$ cat config.mk
export PLATFORM = sky130hd
export DESIGN_NAME = axis_arb_mux_flat
export DESIGN_NICKNAME = d
export VERILOG_FILES = /design/src/rtl/axis_mux_pkg.sv /design/src/rtl/axis_arb_mux_if.sv /design/src/rtl/axis_skid_fifo.sv /design/src/rtl/axis_arb_mux.sv /design/src/flat_wrapper.sv
export SDC_FILE = /design/constraint.sdc
export NUM_CORES = 1
export LEC_CHECK = 0
export BUFFER_PORTS_ARGS = -buffer_cell sky130_fd_sc_hd__buf_2
export CORE_MARGIN = 2
export CORE_UTILIZATION = 46
export DETAILED_ROUTE_END_ITERATION = 8
export PLACE_DENSITY_LB_ADDON = 0.25
export SLEW_MARGIN = 40
export SYNTH_ARGS = -nofsm -noshare
export SYNTH_HDL_FRONTEND = slang
export SYNTH_HIERARCHICAL = 1
export SYNTH_SLANG_ARGS = --single-unit
$ cat constraint.sdc
create_clock -name clk -period 2.82 [get_ports clk]
set_clock_uncertainty 0.15 [all_clocks]
set_input_delay 0.564 -clock clk [delete_from_list [all_inputs] [get_ports clk]]
set_output_delay 0.564 -clock clk [all_outputs]
set_load 0.01 [all_outputs]
$ cat src/rtl/axis_mux_pkg.sv
// ---------------------------------------------------------------------------
// axis_mux_pkg
// Shared definitions for the AXI-Stream arbitrating multiplexer.
//   arb_state_e : arbiter FSM state (IDLE = waiting to grant, PKT = streaming)
//   MODE_FIXED  : channel chosen by the sel input
//   MODE_RR     : round-robin packet arbitration
//   chan_w()    : width of a channel index for a given channel count
// ---------------------------------------------------------------------------
package axis_mux_pkg;

  typedef enum logic [0:0] {
    IDLE = 1'b0,
    PKT  = 1'b1
  } arb_state_e;

  localparam int MODE_FIXED = 0;
  localparam int MODE_RR    = 1;

  // A channel index needs at least one bit even for degenerate counts.
  function automatic int chan_w(input int n);
    return (n > 1) ? $clog2(n) : 1;
  endfunction

endpackage

$ cat src/rtl/axis_arb_mux_if.sv
// ---------------------------------------------------------------------------
// axis_arb_mux_if
// Bundles the N_CH slave streams, the sel input and the single master stream
// of axis_arb_mux.
//   sel      : fixed-mode channel select (SEL_W may be widened so that
//              out-of-range selects can be expressed)
//   s_data   : channel i occupies bits [i*DATA_W +: DATA_W]
//   s_valid, s_last, s_ready : per-channel handshake, one bit per channel
//   m_data, m_valid, m_last, m_ready, m_chan : merged output stream
// Modports:
//   master : the multiplexer (drives s_ready and every m_* except m_ready)
//   slave  : the surrounding logic (drives sources, sel and m_ready)
// ---------------------------------------------------------------------------
interface axis_arb_mux_if
  import axis_mux_pkg::*;
#(
  parameter int N_CH   = 4,
  parameter int DATA_W = 8,
  parameter int SEL_W  = chan_w(N_CH)
);

  localparam int CH_W = chan_w(N_CH);

  logic [SEL_W-1:0]       sel;
  logic [N_CH*DATA_W-1:0] s_data;
  logic [N_CH-1:0]        s_valid;
  logic [N_CH-1:0]        s_ready;
  logic [N_CH-1:0]        s_last;
  logic [DATA_W-1:0]      m_data;
  logic                   m_valid;
  logic                   m_ready;
  logic                   m_last;
  logic [CH_W-1:0]        m_chan;

  modport master (
    input  sel, s_data, s_valid, s_last, m_ready,
    output s_ready, m_data, m_valid, m_last, m_chan
  );

  modport slave (
    output sel, s_data, s_valid, s_last, m_ready,
    input  s_ready, m_data, m_valid, m_last, m_chan
  );

endinterface

$ cat src/rtl/axis_skid_fifo.sv
// ---------------------------------------------------------------------------
// axis_skid_fifo
// Two-entry FIFO used as the registered output stage of the multiplexer.
// The head entry is a register, so out_data comes straight from a flop and
// holds stable while the consumer stalls.
// Ports:
//   clk      : clock, rising edge
//   reset    : asynchronous, active-low; empties the FIFO and zeroes the head
//   in_data  : payload to write
//   push     : write request (ignored when full)
//   full     : both entries occupied
//   out_data : head payload (registered)
//   out_valid: FIFO not empty
//   pop      : read request (ignored when empty)
// ---------------------------------------------------------------------------
module axis_skid_fifo #(
  parameter int W = 8
) (
  input  logic         clk,
  input  logic         reset,
  input  logic [W-1:0] in_data,
  input  logic         push,
  output logic         full,
  output logic [W-1:0] out_data,
  output logic         out_valid,
  input  logic         pop
);

  logic [1:0]   count_reg;
  logic [W-1:0] head_reg;
  logic [W-1:0] tail_reg;
  logic         do_push;
  logic         do_pop;

  assign do_push = push && (count_reg != 2'd2);
  assign do_pop  = pop  && (count_reg != 2'd0);

  always_ff @(posedge clk or negedge reset) begin
    if (!reset) begin
      count_reg <= 2'd0;
      head_reg  <= '0;
      tail_reg  <= '0;
    end else begin
      case ({do_push, do_pop})
        2'b10: begin
          // New entry lands in the head when empty, behind it otherwise.
          if (count_reg == 2'd0) head_reg <= in_data;
          else                   tail_reg <= in_data;
          count_reg <= count_reg + 2'd1;
        end
        2'b01: begin
          // Only advance the head when something is queued behind it;
          // otherwise leave it as-is (out_valid drops anyway).
          if (count_reg == 2'd2) head_reg <= tail_reg;
          count_reg <= count_reg - 2'd1;
        end
        2'b11: begin
          // Count unchanged; the oldest remaining entry becomes the head.
          if (count_reg == 2'd1) begin
            head_reg <= in_data;
          end else begin
            head_reg <= tail_reg;
            tail_reg <= in_data;
          end
        end
        default: ;
      endcase
    end
  end

  assign out_data  = head_reg;
  assign out_valid = (count_reg != 2'd0);
  assign full      = (count_reg == 2'd2);

endmodule

$ cat src/rtl/axis_arb_mux.sv
// ---------------------------------------------------------------------------
// axis_arb_mux
// Packet-level multiplexer merging N_CH AXI-Stream sources onto one output.
// A grant is issued in IDLE (one arbitration cycle per packet) and held
// until the beat carrying s_last is accepted, so packets never interleave.
// MODE_FIXED takes the channel from sel; MODE_RR searches round-robin from
// the channel after the previous winner. Accepted beats pass through a
// two-entry registered FIFO tagged with their source channel.
// Ports:
//   clk   : clock, rising edge
//   reset : asynchronous, active-low
//   bus   : axis_arb_mux_if.master (sel, s_* sources, m_* output, m_chan)
// Parameters:
//   N_CH (2..16), DATA_W, MODE (MODE_FIXED / MODE_RR)
// ---------------------------------------------------------------------------
module axis_arb_mux
  import axis_mux_pkg::*;
#(
  parameter int N_CH   = 4,
  parameter int DATA_W = 8,
  parameter int MODE   = MODE_RR
) (
  input logic            clk,
  input logic            reset,
  axis_arb_mux_if.master bus
);

  localparam int CH_W  = chan_w(N_CH);
  localparam int PAY_W = DATA_W + 1 + CH_W;

  arb_state_e      state_reg;
  logic [CH_W-1:0] grant_reg;
  logic [CH_W-1:0] rr_ptr_reg;

  logic [DATA_W-1:0] ch_data [N_CH];
  logic [DATA_W-1:0] cur_data;
  logic              cur_valid;
  logic              cur_last;
  logic              accept;
  logic [N_CH-1:0]   ready_vec;

  logic              fix_hit;
  logic [CH_W-1:0]   fix_idx;
  logic              rr_hit;
  logic [CH_W-1:0]   rr_idx;
  logic [CH_W-1:0]   rr_cand;

  logic              fifo_full;
  logic              fifo_valid;
  logic [PAY_W-1:0]  fifo_in;
  logic [PAY_W-1:0]  fifo_out;

  // Split the flat data bus into one lane per channel.
  generate
    for (genvar gi = 0; gi < N_CH; gi++) begin : g_lane
      assign ch_data[gi] = bus.s_data[gi*DATA_W +: DATA_W];
    end
  endgenerate

  // Granted channel's view of the source bus.
  assign cur_data  = ch_data[grant_reg];
  assign cur_valid = bus.s_valid[grant_reg];
  assign cur_last  = bus.s_last[grant_reg];

  // Only the granted channel sees ready, and only while streaming with room
  // in the output buffer. The count-based test (not count-minus-pop) keeps
  // s_ready free of any combinational path from m_ready.
  always_comb begin
    ready_vec = '0;
    for (int i = 0; i < N_CH; i++) begin
      if (state_reg == PKT && grant_reg == CH_W'(i) && !fifo_full)
        ready_vec[i] = 1'b1;
    end
  end

  assign bus.s_ready = ready_vec;
  assign accept      = (state_reg == PKT) && cur_valid && !fifo_full;

  // Fixed select: a sel value outside 0..N_CH-1 never matches, so the
  // arbiter simply stays idle.
  always_comb begin
    fix_hit = 1'b0;
    fix_idx = '0;
    for (int i = 0; i < N_CH; i++) begin
      if (int'(bus.sel) == i) begin
        fix_hit = bus.s_valid[i];
        fix_idx = CH_W'(i);
      end
    end
  end

  // Round-robin priority search starting at rr_ptr+1. Scanning offsets from
  // the far end downwards lets the nearest valid channel overwrite the rest.
  always_comb begin
    rr_hit  = 1'b0;
    rr_idx  = '0;
    rr_cand = '0;
    for (int off = N_CH; off >= 1; off--) begin
      rr_cand = CH_W'((int'(rr_ptr_reg) + off) % N_CH);
      if (bus.s_valid[rr_cand]) begin
        rr_hit = 1'b1;
        rr_idx = rr_cand;
      end
    end
  end

  // Arbiter FSM. rr_ptr resets to the last channel so channel 0 wins first.
  always_ff @(posedge clk or negedge reset) begin
    if (!reset) begin
      state_reg  <= IDLE;
      grant_reg  <= '0;
      rr_ptr_reg <= CH_W'(N_CH - 1);
    end else begin
      case (state_reg)
        IDLE: begin
          if (MODE == MODE_RR) begin
            if (rr_hit) begin
              grant_reg  <= rr_idx;
              rr_ptr_reg <= rr_idx;
              state_reg  <= PKT;
            end
          end else if (fix_hit) begin
            grant_reg <= fix_idx;
            state_reg <= PKT;
          end
        end
        PKT: begin
          if (accept && cur_last) state_reg <= IDLE;
        end
        default: state_reg <= IDLE;
      endcase
    end
  end

  assign fifo_in = {cur_data, cur_last, grant_reg};

  axis_skid_fifo #(
    .W (PAY_W)
  ) u_out_fifo (
    .clk       (clk),
    .reset     (reset),
    .in_data   (fifo_in),
    .push      (accept),
    .full      (fifo_full),
    .out_data  (fifo_out),
    .out_valid (fifo_valid),
    .pop       (fifo_valid && bus.m_ready)
  );

  assign {bus.m_data, bus.m_last, bus.m_chan} = fifo_out;
  assign bus.m_valid = fifo_valid;

endmodule

$ cat src/flat_wrapper.sv
// flat-port wrapper written by rule: the top's interface ports become plain ports
module axis_arb_mux_flat import axis_mux_pkg::*;
#(
  parameter int N_CH   = 4,
  parameter int DATA_W = 8,
  parameter int MODE   = MODE_RR
)
  (clk, reset, bus_sel, bus_s_data, bus_s_valid, bus_s_last, bus_m_ready, bus_s_ready, bus_m_data, bus_m_valid, bus_m_last, bus_m_chan);
  axis_arb_mux_if #(.N_CH(N_CH), .DATA_W(DATA_W), .SEL_W(3)) bus_i ();
  input logic clk;
  input logic reset;
  input wire logic [$bits(bus_i.sel)-1:0] bus_sel;
  input wire logic [$bits(bus_i.s_data)-1:0] bus_s_data;
  input wire logic [$bits(bus_i.s_valid)-1:0] bus_s_valid;
  input wire logic [$bits(bus_i.s_last)-1:0] bus_s_last;
  input wire logic [$bits(bus_i.m_ready)-1:0] bus_m_ready;
  output wire logic [$bits(bus_i.s_ready)-1:0] bus_s_ready;
  output wire logic [$bits(bus_i.m_data)-1:0] bus_m_data;
  output wire logic [$bits(bus_i.m_valid)-1:0] bus_m_valid;
  output wire logic [$bits(bus_i.m_last)-1:0] bus_m_last;
  output wire logic [$bits(bus_i.m_chan)-1:0] bus_m_chan;
  assign bus_i.sel = bus_sel;
  assign bus_i.s_data = bus_s_data;
  assign bus_i.s_valid = bus_s_valid;
  assign bus_i.s_last = bus_s_last;
  assign bus_i.m_ready = bus_m_ready;
  assign bus_s_ready = bus_i.s_ready;
  assign bus_m_data = bus_i.m_data;
  assign bus_m_valid = bus_i.m_valid;
  assign bus_m_last = bus_i.m_last;
  assign bus_m_chan = bus_i.m_chan;
  axis_arb_mux #(.N_CH(N_CH), .DATA_W(DATA_W), .MODE(MODE)) u_core (.clk(clk), .reset(reset), .bus(bus_i));
endmodule
==> summary.txt <==
FLOORPLAN
----------------------------------------------------------------------------------
Area of the die                                                          4920 um^2
Height of the die                                                          70.1 um
Initial Utilization                                                          0.468
Std-Cell Core Area                                                       4290 um^2
Cell row count                                                                  24
Horizontal extent of the die                                               70.1 um
Number of top-level pins                                                        62

SYNTH
----------------------------------------------------------------------------------
Number of synthesized flops with an enable pin                                   0
Count leader, synth                                                        dfrtp_1
Mapped cell area                                                         2010 um^2
Post-Synthesis Net Count                                                       232
Synth area leaders                                                    dfrtp_1, mux4_2, mux2_4, ha_1, a211oi_1
Synthesized instance count                                                     178
Distinct cell type count after synthesis                                        44
Number of synthesized register bits                                             29
Dominant cell type by area after synthesis                                 dfrtp_1
Area fraction of the dominant cell type after synthesis                      0.336
Post-synth ARST share                                                         1.00
Count of yosys warnings during synthesis                                         6
Avg Inst Size Synth                                                      11.3 um^2
Main synth FF type                                                         dfrtp_1
Top cells by instance count after synthesis                           dfrtp_1, a211oi_1, o21ai_0
Seq/Total Area, Yosys                                                        0.362

RUN STATUS
----------------------------------------------------------------------------------
Run status                                                            complete, no violations

TIMING
----------------------------------------------------------------------------------
Worst slew margin relative to its limit                                      0.575
Unrepaired setup endpoints after global routing                              false
Actual transition at the worst max-transition pin                         0.637 ns
Count of endpoints failing hold in the final timing report                       0
Final critical-path required period                                        2.59 ns
Final max-slew violation count                                                   0
Total Negative Setup Slacks                                                   0 ns
Worst Hold Margin                                                         0.147 ns
Maximum clock frequency                                                    386 MHz
Number of setup violations in the final report                                   0
Final period utilization                                                     0.918

CLOCK NETWORK
----------------------------------------------------------------------------------
TritonCTS Sinks                                                                 29
CTS tree                                                                      done
Post-CTS Hold Fix Bufs                                                           0
Clock Pin Slew Worst Setup and Hold Paths                                  0.06 ns
Buffer count from post-CTS setup fixing                                          0
Post-CTS Resized                                                                 0
Number of buffers between clock root and the deepest sink                        2
Worst skew pair latency                                                    0.28 ns
H-Tree Depth                                                                     2
TritonCTS Buffers                                                                5
Root cell of the clock tree                                               clkbuf_8

MIN PATH
----------------------------------------------------------------------------------
Worst hold path type                                                   in -> async

WORST SETUP PATH
----------------------------------------------------------------------------------
Kind of capture point of the worst setup path                             register
Kind of critical path                                                   reg -> reg
Highest cell delay on the worst timing path                                0.43 ns
Kind of launch point of the worst setup path                              register
Sum of buffers and inverters on the critical path                                4
Family of cells with the greatest summed delay on the critical path    adder cells
Cell with the most instances on the worst path                               inv_1
Cell with the largest stage delay on the worst path                        dfrtp_1
Req. time, crit path                                                       2.84 ns
Ordered cell list for the critical path                               inv_1, ha_1, inv_1, and2_1, nand2b_1, inv_1, ha_2, and2_4, a211oi_4, buf_12, mux2_2
Critical Path AT                                                           2.61 ns
Max Fanout on Critical Path                                                     11

ROUTE
----------------------------------------------------------------------------------
Routed length per instance                                                 15.1 um
Iter 0 DRT Violations                                                           79
Via-per-instance ratio                                                        5.53
Count of unresolved DRC violations after routing                                 0
First drt pass iteration count                                                   4
Vias after detailed routing                                                   1621
Antenna Violating Nets Remaining                                                 0
Wirelength, routed                                                         4420 um

CELLS AND AREA
----------------------------------------------------------------------------------
Count of inserted antenna diode cells                                            0
Net count, final                                                               294
Final non-filler cell area                                               2490 um^2
Proportion of layout cells with a drive suffix above 1                       0.477
Area delta synth->final                                                      24.1%

POWER
----------------------------------------------------------------------------------
Static power due to leakage                                             0.00114 uW
Ratio of total power to cell area                                     1160 nW/um^2
Worst IR Drop VDD                                                         0.650 mV

GRT
----------------------------------------------------------------------------------
GR Overflow Total                                                                0
Number of global-route vias before repair                                     1571
Largest net degree at the start of global routing                               30
Wire length of the first global-routing pass                               7610 um
Antenna violations before repair                                                 0
Global Route Usage Sum                                                       0.195

PLACED DESIGN
----------------------------------------------------------------------------------
Placed Instance Area                                                     2390 um^2
Half-perimeter wire length after detailed placement                        3530 um
Routability congestion estimate from global placement                        0.777
Count of input and output buffers                                               58

FLOW RUN
----------------------------------------------------------------------------------
Max-cap check violation count                                                    0

metrics by stage:
step           instances  utilization  power, uW  worst slack (ns)
3_3_place_gp         285        0.557       2500            0.0605
6_report             293        0.581       2900             0.232
2_1_floorplan        178            -       2130           0.00345
4_1_cts              293        0.580       2920             0.138
3_5_place_dp         285        0.557       2530            0.0488
5_1_grt              293        0.581       3130            0.0472
report_power, final:
part	switching, uW	internal, uW	total (uW)
clock network	163	220	383
registers	150	656	806
logic	820	893	1710
layout make-up:
class,instances,area [um^2]
Timing Repair Buffer,71,400
Sequential cell,29,728
Tap cell,52,65.1
Multi-Input combinational cell,125,1170
Inverter,8,30.0
Clock inverter,1,5.00
Clock buffer,7,96.3
Fill cell,382,1800
cells by family after synthesis:
group           share of synthesized area
compound gates                      0.225
xor+xnor                          0.00436
fa+ha+maj                          0.0498
buf+inv                            0.0622
flops                               0.362
mux                                 0.205
simple gates                       0.0921
worst paths after layout:
path	start	endpoint	slack, ns	depth (start not counted)
worst max register to register	u_core/u_out_fifo/count_reg[0]$_DFFE_PN0P_	u_core/u_out_fifo/tail_reg[1]$_DFFE_PN0P_	0.23	11
worst min register to register	u_core/u_out_fifo/count_reg[1]$_DFFE_PN0P_	u_core/u_out_fifo/count_reg[1]$_DFFE_PN0P_	0.37	2
min in group clk	u_core/u_out_fifo/count_reg[1]$_DFFE_PN0P_	u_core/u_out_fifo/count_reg[1]$_DFFE_PN0P_	0.37	2
worst min-delay path	reset	u_core/u_out_fifo/out_data[6]$_DFFE_PN0P_	0.15	1
max in group asynchronous	reset	u_core/u_out_fifo/count_reg[0]$_DFFE_PN0P_	1.96	1
worst max-delay path	u_core/u_out_fifo/count_reg[0]$_DFFE_PN0P_	u_core/u_out_fifo/tail_reg[1]$_DFFE_PN0P_	0.23	11
routing by layer:
metal / global-route usage / share of wire / up-vias / routed length (um)
li1: - / - / 803 / -
met1: 0.278 / 0.48 / 774 / 2140
met2: 0.301 / 0.46 / 38 / 2020
met3: 0.0433 / 0.044 / 6 / 194
met4: 0.0577 / 0.013 / 0 / 59
met5: 0 / 0 / - / 0
layout by cell type (no fill, tap or decap), types with 2 or more instances in the layout:
cell type  instances
a211oi_1          13
a21o_1             4
a21oi_1            3
a31oi_1           11
and2_1             2
and2_4             2
buf_2             58
buf_4             12
clkbuf_8           7
dfrtp_1           27
dfstp_2            2
ha_1               7
inv_1              7
mux2_2             2
mux2_4            10
mux4_2            10
nand2_1            7
nand2b_1           3
nor2_1             3
nor2b_2            2
o211ai_1          11
o21ai_0           13
worst reg2reg max path: stages (launching register included):
cell      delay (ns)
dfrtp_1         0.43
inv_1           0.10
ha_1            0.27
inv_1           0.08
and2_1          0.16
nand2b_1        0.11
inv_1           0.10
ha_2            0.21
and2_4          0.17
a211oi_4        0.19
buf_12          0.18
mux2_2          0.33
(Power assumes the default switching activity.)
